`config.mk`:
```
export PLATFORM = sky130hd
export DESIGN_NAME = mem_arbiter_16
export DESIGN_NICKNAME = d
export VERILOG_FILES = /design/src/rtl/mips16_pkg.sv /design/src/rtl/mem_arbiter_16_timeout_cnt.sv /design/src/rtl/mem_arbiter_16.sv
export SDC_FILE = /design/constraint.sdc
export NUM_CORES = 1
export LEC_CHECK = 0
export ABC_CLOCK_PERIOD_IN_PS = 4300
export CORE_UTILIZATION = 45
export DETAILED_ROUTE_END_ITERATION = 12
export GPL_TIMING_DRIVEN = 0
export PLACE_DENSITY_LB_ADDON = 0.08
export SLEW_MARGIN = 20
export SYNTH_ARGS = -nofsm -noshare
export SYNTH_HDL_FRONTEND = slang
export SYNTH_SLANG_ARGS = --single-unit
```
`constraint.sdc`:
```
create_clock -name clk -period 4.3 [get_ports clk]
set_clock_uncertainty 0.2 [all_clocks]
set_input_delay 0.86 -clock clk [delete_from_list [all_inputs] [get_ports clk]]
set_output_delay 0.86 -clock clk [all_outputs]
set_load 0.02 [all_outputs]
```
`src/rtl/mips16_pkg.sv`:
```
// -----------------------------------------------------------------------------
// mips16_pkg
// Shared types and defaults for the instruction/data memory arbiter.
//   state_e    : arbiter FSM states (IDLE, ISSUE, WAIT, ACK)
//   grant_e    : which requester owns the memory (GNT_IF fetch, GNT_D data)
//   DW_DEFAULT : default data/address width
//   MEM_TIMEOUT_DEFAULT : default number of WAIT cycles before abort
//   other_port : helper returning the requester that is not the given one
// -----------------------------------------------------------------------------
package mips16_pkg;

    localparam int DW_DEFAULT          = 16;
    localparam int MEM_TIMEOUT_DEFAULT = 15;

    typedef enum logic [1:0] {
        IDLE  = 2'd0,
        ISSUE = 2'd1,
        WAIT  = 2'd2,
        ACK   = 2'd3
    } state_e;

    typedef enum logic {
        GNT_IF = 1'b0,
        GNT_D  = 1'b1
    } grant_e;

    function automatic grant_e other_port(input grant_e g);
        return (g == GNT_IF) ? GNT_D : GNT_IF;
    endfunction

endpackage

```
`src/rtl/mem_arbiter_16_timeout_cnt.sv`:
```
// -----------------------------------------------------------------------------
// arb_timeout_cnt
// Counts cycles spent in WAIT so the arbiter can abort a stalled transaction.
//   clk      : clock, rising edge
//   reset    : asynchronous active-low reset
//   clear    : restart the count (driven while the command is being issued)
//   count_en : high while the arbiter sits in WAIT
//   expire   : high during the MEM_TIMEOUT-th WAIT cycle
// -----------------------------------------------------------------------------
module arb_timeout_cnt #(
    parameter int MEM_TIMEOUT = 15
) (
    input  logic clk,
    input  logic reset,
    input  logic clear,
    input  logic count_en,
    output logic expire
);

    localparam int CW = (MEM_TIMEOUT < 2) ? 1 : $clog2(MEM_TIMEOUT + 1);

    logic [CW-1:0] cnt_reg;

    // cnt_reg holds the number of WAIT cycles already completed, so the
    // current WAIT cycle is number cnt_reg+1.
    assign expire = count_en && (cnt_reg == CW'(MEM_TIMEOUT - 1));

    always_ff @(posedge clk or negedge reset) begin
        if (!reset) begin
            cnt_reg <= '0;
        end else if (clear) begin
            cnt_reg <= '0;
        end else if (count_en && !expire) begin
            cnt_reg <= cnt_reg + 1'b1;
        end
    end

endmodule

```
`src/rtl/mem_arbiter_16.sv`:
```
// -----------------------------------------------------------------------------
// mem_arbiter_16
// Arbitrates an instruction-fetch port and a data port onto one single-port
// memory. One transaction at a time: IDLE -> ISSUE -> WAIT -> ACK.
//   clk, reset                    : clock, asynchronous active-low reset
//   if_req/if_addr                : fetch request and address
//   if_ack/if_rdata               : fetch completion pulse and read word
//   d_req/d_we/d_addr/d_wdata     : data-port request
//   d_ack/d_rdata                 : data completion pulse and load word
//   mem_en/mem_we/mem_addr/mem_wdata : memory command (mem_en one cycle)
//   mem_rdata/mem_ready           : memory response
//   bus_err                       : pulses with the ack of a timed-out access
//   busy                          : high whenever the FSM is not IDLE
// Build option: define ROUND_ROBIN_EN to alternate grants on simultaneous
// requests; otherwise the data port always wins a tie.
// All outputs come straight from flops; their next values are derived from
// the next state so each output lines up with the state it belongs to.
// -----------------------------------------------------------------------------
module mem_arbiter_16
    import mips16_pkg::*;
#(
    parameter int MEM_TIMEOUT = MEM_TIMEOUT_DEFAULT,
    parameter int DW          = DW_DEFAULT
) (
    input  logic          clk,
    input  logic          reset,
    input  logic          if_req,
    input  logic [DW-1:0] if_addr,
    output logic          if_ack,
    output logic [DW-1:0] if_rdata,
    input  logic          d_req,
    input  logic          d_we,
    input  logic [DW-1:0] d_addr,
    input  logic [DW-1:0] d_wdata,
    output logic          d_ack,
    output logic [DW-1:0] d_rdata,
    output logic          mem_en,
    output logic          mem_we,
    output logic [DW-1:0] mem_addr,
    output logic [DW-1:0] mem_wdata,
    input  logic [DW-1:0] mem_rdata,
    input  logic          mem_ready,
    output logic          bus_err,
    output logic          busy
);

    state_e        state_reg, state_next;
    grant_e        grant_reg, grant_next;
    grant_e        pick;
    logic          take_new;
    logic          expire;

    logic          mem_en_reg, mem_en_next;
    logic          mem_we_reg, mem_we_next;
    logic [DW-1:0] mem_addr_reg, mem_addr_next;
    logic [DW-1:0] mem_wdata_reg, mem_wdata_next;
    logic          if_ack_reg, if_ack_next;
    logic          d_ack_reg, d_ack_next;
    logic [DW-1:0] if_rdata_reg, if_rdata_next;
    logic [DW-1:0] d_rdata_reg, d_rdata_next;
    logic          bus_err_reg, bus_err_next;
    logic          busy_reg, busy_next;

`ifdef ROUND_ROBIN_EN
    grant_e last_grant_reg;

    always_ff @(posedge clk or negedge reset) begin
        if (!reset) begin
            last_grant_reg <= GNT_IF;
        end else if (take_new) begin
            last_grant_reg <= pick;
        end
    end
`endif

    arb_timeout_cnt #(
        .MEM_TIMEOUT(MEM_TIMEOUT)
    ) u_timeout (
        .clk     (clk),
        .reset   (reset),
        .clear   (state_reg == ISSUE),
        .count_en(state_reg == WAIT),
        .expire  (expire)
    );

    // Arbitration: in IDLE either port may win; in ACK only the port that
    // was not just served is considered, so the finishing requester's
    // still-high req is ignored for that cycle.
    always_comb begin
        pick     = GNT_IF;
        take_new = 1'b0;
        case (state_reg)
            IDLE: begin
                take_new = if_req || d_req;
                if (if_req && d_req) begin
`ifdef ROUND_ROBIN_EN
                    pick = other_port(last_grant_reg);
`else
                    pick = GNT_D;
`endif
                end else begin
                    pick = d_req ? GNT_D : GNT_IF;
                end
            end
            ACK: begin
                pick     = other_port(grant_reg);
                take_new = (grant_reg == GNT_D) ? if_req : d_req;
            end
            default: ;
        endcase
    end

    // State register
    always_ff @(posedge clk or negedge reset) begin
        if (!reset) begin
            state_reg <= IDLE;
        end else begin
            state_reg <= state_next;
        end
    end

    // Next-state logic; mem_ready outside WAIT has no effect.
    always_comb begin
        state_next = state_reg;
        case (state_reg)
            IDLE:    if (take_new) state_next = ISSUE;
            ISSUE:   state_next = WAIT;
            WAIT:    if (mem_ready || expire) state_next = ACK;
            ACK:     state_next = take_new ? ISSUE : IDLE;
            default: state_next = IDLE;
        endcase
    end

    // Output logic: next values for the output flops.
    always_comb begin
        grant_next     = grant_reg;
        mem_en_next    = 1'b0;
        mem_we_next    = mem_we_reg;
        mem_addr_next  = mem_addr_reg;
        mem_wdata_next = mem_wdata_reg;
        if_ack_next    = 1'b0;
        d_ack_next     = 1'b0;
        bus_err_next   = 1'b0;
        if_rdata_next  = if_rdata_reg;
        d_rdata_next   = d_rdata_reg;
        busy_next      = (state_next != IDLE);

        // The command flops double as the latched command; they are only
        // loaded on entry to ISSUE and cleared once WAIT is left.
        if (take_new) begin
            grant_next  = pick;
            mem_en_next = 1'b1;
            if (pick == GNT_D) begin
                mem_we_next    = d_we;
                mem_addr_next  = d_addr;
                mem_wdata_next = d_wdata;
            end else begin
                mem_we_next    = 1'b0;
                mem_addr_next  = if_addr;
                mem_wdata_next = '0;
            end
        end else if (state_next != WAIT) begin
            mem_we_next    = 1'b0;
            mem_addr_next  = '0;
            mem_wdata_next = '0;
        end

        if ((state_reg == WAIT) && (state_next == ACK)) begin
            if (grant_reg == GNT_D) begin
                d_ack_next = 1'b1;
            end else begin
                if_ack_next = 1'b1;
            end
            if (mem_ready) begin
                if (!mem_we_reg) begin
                    if (grant_reg == GNT_D) begin
                        d_rdata_next = mem_rdata;
                    end else begin
                        if_rdata_next = mem_rdata;
                    end
                end
            end else begin
                bus_err_next = 1'b1;
            end
        end
    end

    always_ff @(posedge clk or negedge reset) begin
        if (!reset) begin
            grant_reg     <= GNT_IF;
            mem_en_reg    <= 1'b0;
            mem_we_reg    <= 1'b0;
            mem_addr_reg  <= '0;
            mem_wdata_reg <= '0;
            if_ack_reg    <= 1'b0;
            d_ack_reg     <= 1'b0;
            if_rdata_reg  <= '0;
            d_rdata_reg   <= '0;
            bus_err_reg   <= 1'b0;
            busy_reg      <= 1'b0;
        end else begin
            grant_reg     <= grant_next;
            mem_en_reg    <= mem_en_next;
            mem_we_reg    <= mem_we_next;
            mem_addr_reg  <= mem_addr_next;
            mem_wdata_reg <= mem_wdata_next;
            if_ack_reg    <= if_ack_next;
            d_ack_reg     <= d_ack_next;
            if_rdata_reg  <= if_rdata_next;
            d_rdata_reg   <= d_rdata_next;
            bus_err_reg   <= bus_err_next;
            busy_reg      <= busy_next;
        end
    end

    assign mem_en    = mem_en_reg;
    assign mem_we    = mem_we_reg;
    assign mem_addr  = mem_addr_reg;
    assign mem_wdata = mem_wdata_reg;
    assign if_ack    = if_ack_reg;
    assign d_ack     = d_ack_reg;
    assign if_rdata  = if_rdata_reg;
    assign d_rdata   = d_rdata_reg;
    assign bus_err   = bus_err_reg;
    assign busy      = busy_reg;

endmodule
```
==> impl_metrics.yaml, run 1 <==
place:
  finalWeightedCongestion: 0.830
  dpl.hpwl_um: 5570
  placed_area_um2: 4730
  io_buffers: 139
die:
  pin_count: 140
  fp.dieW_um: 86.4
  start_util: 0.469
  fp.dieH_um: 86.4
  die_area_um2: 7460
  core_um2: 6830
  fp-row-count: 30
setup_path:
  max_stage_delay_ps: 470
  cp_num_buf_inv: 3
  timing.rr.end: "if_rdata[8]"
  r2r_cells: 6
  crit_required_ps: 4360
  cp_cell_sequence: "clkdlybuf4s50_1 -> a311oi_1 -> nor2_1 -> nor2b_1 -> clkbuf_1 -> clkbuf_1 -> o2bb2ai_1"
  critPathSlowestCell: "clkdlybuf4s50_1"
  crit_arrival_ps: 2860
  start_kind: "input pin"
  critPathTopFamily: "buffers and inverters"
  path_class: "input pin to flop"
  r2r_start: "state_reg[0]"
  cp_max_fo: 10
  rrSetupSlack_ps: 1620
  end_kind: "flop"
  cp_common_cell: "clkbuf_1"
routing:
  vias_per_cell: 5.01
  ant_nets: 0
  drc: 0
  drt_iter0_drc: 81
  routedWlPerCell_um: 15.7
  dr.pass1.iters: 4
  wl_um: 7390
  vias: 2361
clocking:
  clk_root_buffer_cell: "clkbuf_8"
  cts_resized: 0
  clkSlewWorstSetupHoldPaths_ps: 80
  clock-sinks: 77
  clock_latency_ps: 340
  htreeDepth: 3
  cts_tree: "built"
  cts_setup_buffers: 0
  cts_made_buffers: 9
  ctsLongestPathBuffers: 2
  cts_hold_buf: 0
synthesis:
  async_flop_share: 1.00
  yosysMostFrequentCell: "dfrtp_1"
  synth_ff_type: "dfrtp_1"
  avgSynthCellArea_um2: 14.6
  yosysTopAreaCell: "dfrtp_1"
  synth_commonest_cells: "dfrtp_1, mux2_2, a22o_1, mux2i_1, o2bb2ai_1"
  synth_area_leaders: "dfrtp_1, mux2_2, mux2i_1, mux2_4, a22o_1"
  netlist_instances: 220
  ys_ff_latch: 77
  yosysWarnings: 0
  yosysSeqAreaShare: 0.602
  syn_nets: 296
  synth_enable_flop_cells: 0
  synth_top_area_frac: 0.602
  syn_area_um2: 3200
  synth_cell_types: 34
sta:
  worst_slew_margin_rel: 0.640
  hold_viol: 0
  worst-slew-pin-transition_ps: 539
  hold_ws_ps: 278
  fmax_mhz: 357
  maxSlewViolCount: 0
  rsz0062_at_grt: "no"
  tns_ps: 0
  setup_viol: 0
  layout_min_cycle_time_ps: 2800
  min_period_over_period: 0.651
cells_and_area:
  fill_cells: 514
  nets: 447
  fin_util: 0.724
  finalInstanceArea_um2: 4940
  areaGrowthSynthToFinish_pct: 54.4
  num_antenna_cells: 0
  final_layout_size_suffix_gt1_frac: 0.165
grt:
  antenna_found_initial: 0
  grt_max_degree: 42
  grt_pass1_wl_um: 12100
  grt-ovfl-total: 0
  gr-usage-all-layers: 0.213
  grt_pass1_vias: 2459
power:
  power.total_mw: 3.64
  p_leak_nw: 2.17
  vdd.ir_drop.worst_uv: 437
  powerDensity_nw_per_um2: 737
worst_hold_path:
  hold_path.class: "input pin to async pin"
job:
  maxCapViolations: 0
run_status:
  status: "completed"
-- per-layer routing --
| metal | global-route usage | share of wire | vias up |
|---|---|---|---|
| met5 | 0 | 0 | - |
| met4 | 0.0955 | 0.015 | 0 |
| met3 | 0.0781 | 0.11 | 9 |
| met2 | 0.333 | 0.44 | 107 |
| met1 | 0.265 | 0.44 | 1149 |
| li1 | - | - | 1096 |
-- cells in the final DEF (no fill, tap or decap), types with 2 or more instances in the layout --
master           instances
bufinv_16                2
clkdlybuf4s50_1        138
dfrtp_1                 77
mux2_4                  10
nor2_1                   7
clkbuf_1                 5
buf_4                    2
ha_1                     6
buf_12                   2
mux2i_1                 17
nand3_1                  3
clkbuf_8                10
o21ai_0                  3
o2bb2ai_1               16
xor2_1                   2
mux2_2                  23
buf_2                    4
a21o_1                   2
nand2_1                  4
a21oi_1                  2
or2_2                    2
a22o_1                  17
inv_1                    5
-- worst max-delay path by stage --
stage	startpoint	to	cells past startpoint
floorplan	state_reg[0]	d_rdata[10]	7
global placement	reset	mem_wdata[0]	1
detailed placement	mem_ready	mem_addr[8]	7
CTS	mem_ready	mem_addr[8]	7
global route	mem_ready	mem_addr[8]	7
finish	mem_ready	mem_addr[8]	7
-- power by group --
part           switching, mW  internal (mW)  total [mW]
combinational          0.919          0.928        1.85
sequential             0.181           1.03        1.21
clock                  0.247          0.339       0.586
total                   1.35           2.29        3.64
-- kinds of logic (layout without fill, tap and decap cells) --
logic type                 Yosys count  in the layout  synth area share
and+or+nand+nor                     23             23            0.0422
xor gates and xnor gates             3              3           0.00821
adders and majority gates            6              6            0.0234
AOI/OAI and AO/OA                   43             43             0.112
DFF                                 77             77             0.602
muxes                               50             50             0.181
buffers and inverters               18            173            0.0313
-- cell type report --
cell class | count | area, um^2 | share of cell area
timing repair buffer | 140 | 1410 | 0.285
inverter | 6 | 22.5 | 0.00455
tap | 96 | 120 | 0.0243
buffer | 12 | 77.6 | 0.0157
multi-input combinational | 125 | 1170 | 0.238
clock buffer | 11 | 141 | 0.0286
clock inverter | 4 | 72.6 | 0.0147
sequential | 77 | 1930 | 0.390
-- through the flow --
| stage | cells | setup slack (ps) |
|---|---|---|
| 6_report | 471 | 1500 |
| 5_1_grt | 471 | 1350 |
| 4_1_cts | 471 | 1480 |
| 3_5_place_dp | 456 | 1130 |
| 3_3_place_gp | 455 | -441 |
| 2_1_floorplan | 220 | 1920 |
(Power assumes the default switching activity.)
==> inputs of run 2 (changes only) <==
Settings changed: ABC_CLOCK_PERIOD_IN_PS 4300 to 2800, CORE_UTILIZATION 45 to 42.
Clock period 4.3 ns to 2.8 ns, I/O delays scaled along.
==> impl_metrics.yaml, run 2 (synthesized netlist as in run 1, its figures left out) <==
sta:
  layout_min_cycle_time_ps: 2620
  worst_slew_margin_rel: 0.675
  maxSlewViolCount: 0
  setup_viol: 0
  fin_ws_ps: 182
  fmax_mhz: 382
  min_period_over_period: 0.935
  worst-slew-pin-transition_ps: 488
  hold_viol: 0
cells_and_area:
  fin_cells: 479
  multi_input_area_um2: 1170
  areaGrowthSynthToFinish_pct: 55.6
  regArea_um2: 1930
  nets: 452
  layout_commonest_cell: "clkdlybuf4s50_1"
  num_antenna_cells: 0
  fill_cells: 565
  final_layout_size_suffix_gt1_frac: 0.176
  fin_util: 0.683
  final_cell_mix: "clkdlybuf4s50_1, dfrtp_1, mux2_2, mux2i_1, a22o_1"
  finalInstanceArea_um2: 4980
power:
  seq_power_share: 0.336
  vdd.ir_drop.worst_uv: 630
  p_int_mw: 3.47
  p_leak_nw: 2.19
  netSwitchingPower_mw: 2.06
  p_sw_frac: 0.372
  power.total_mw: 5.53
  combPwrFrac: 0.515
  powerDensity_nw_per_um2: 1110
  clockPowerShare: 0.149
place:
  place_ws_ps: -84.8
  placed_area_um2: 4740
  dp.cells: 459
  finalWeightedCongestion: 0.717
  io_buffers: 139
  dpl.hpwl_um: 5490
grt:
  grt_pass1_wl_um: 11200
  gr-usage-all-layers: 0.190
  grt_pass1_vias: 2260
  grt-ovfl-total: 0
  antenna_found_initial: 0
  grt_max_degree: 48
routing:
  wl_um: 7310
  dr.pass1.iters: 4
  ant_nets: 0
  routedWlPerCell_um: 15.3
  drc: 0
  vias_per_cell: 4.81
  drt_iter0_drc: 88
  vias: 2304
clocking:
  clk_root_buffer_cell: "clkbuf_8"
  ctsLongestPathBuffers: 2
  cts_made_buffers: 9
  cts_resized: 0
  clkSlewWorstSetupHoldPaths_ps: 70
  cts_tree: "built"
  clock-sinks: 77
  clock_latency_ps: 330
  htreeDepth: 3
worst_hold_path:
  hold_depth: 1
  min_to: "mem_addr[10]"
  hold_start: "mem_addr[10]"
  hold_path.class: "flop to flop"
die:
  fp.dieW_um: 89.3
  start_util: 0.439
  core_um2: 7290
  fp-row-count: 31
  pin_count: 140
  fp.dieH_um: 89.3
  die_area_um2: 7980
job:
  maxCapViolations: 0
setup_path:
  start_kind: "flop"
  cp_max_fo: 10
  crit_required_ps: 2820
  r2r_cells: 7
  crit_arrival_ps: 2640
  r2r_start: "state_reg[0]"
  rrSetupSlack_ps: 180
  path_class: "flop to flop"
  timing.rr.end: "d_rdata[13]"
  end_kind: "flop"
run_status:
  status: "completed"
[run 2: area by class of cell]
| class | count | share of cell area |
|---|---|---|
| Buffer | 12 | 0.0156 |
| Clock buffer | 11 | 0.0304 |
| Clock inverter | 4 | 0.00955 |
| Inverter | 6 | 0.00452 |
| Multi-Input combinational cell | 125 | 0.236 |
| Sequential cell | 77 | 0.387 |
| Tap cell | 99 | 0.0249 |
| Timing Repair Buffer | 145 | 0.292 |
[run 2: worst max path at each step]
stage | start | end | slack, ps | cells past startpoint
after floorplan | state_reg[0] | d_rdata[10] | 420 | 7
after global placement | reset | mem_wdata[0] | -1680 | 1
after detailed placement | mem_ready | mem_addr[9] | -80 | 7
after CTS | state_reg[0] | if_rdata[8] | 7 | 6
after global routing | state_reg[0] | if_rdata[8] | -10 | 6
final | state_reg[0] | d_rdata[13] | 180 | 7
[run 2: layer usage]
metal / up-vias / routed length (um) / global-route usage
met1: 1100 / 3310 / 0.258
met4: 0 / 36 / 0.0779
met5: - / 0 / 0
met2: 95 / 3350 / 0.292
met3: 4 / 605 / 0.0489
li1: 1105 / - / -
[run 2: worst max-delay path: stages (launching register included)]
cell and delay (ps):
dfrtp_1 480, inv_1 100, ha_1 440, o211ai_2 170
or4b_1 500, buf_6 160, buf_12 150, mux2_4 300
[run 2: per-stage QoR]
step                TNS, ps  hold WS [ps]
finish                    0           289
CTS                       0           295
floorplan                 0          64.4
global route          -14.3           306
global placement    -130320           272
detailed placement    -1200           274
[run 2: power groups by stage]
stage	logic, mW	registers [mW]	clock network, mW
global placement	2.82	1.86	0
detailed placement	2.87	1.86	0
floorplan	1.12	2.35	0
CTS	2.87	1.86	0.851
global route	3.06	1.92	0.896
finish	2.85	1.86	0.826
[run 2: timing repair]
| item | CTS | global route |
|---|---|---|
| hold buffers | 1 | 0 |
| setup endpoints to repair | 0 | 10 |
| endpoints found under the hold margin | 30 | 0 |
| buffers inserted | 0 | 4 |
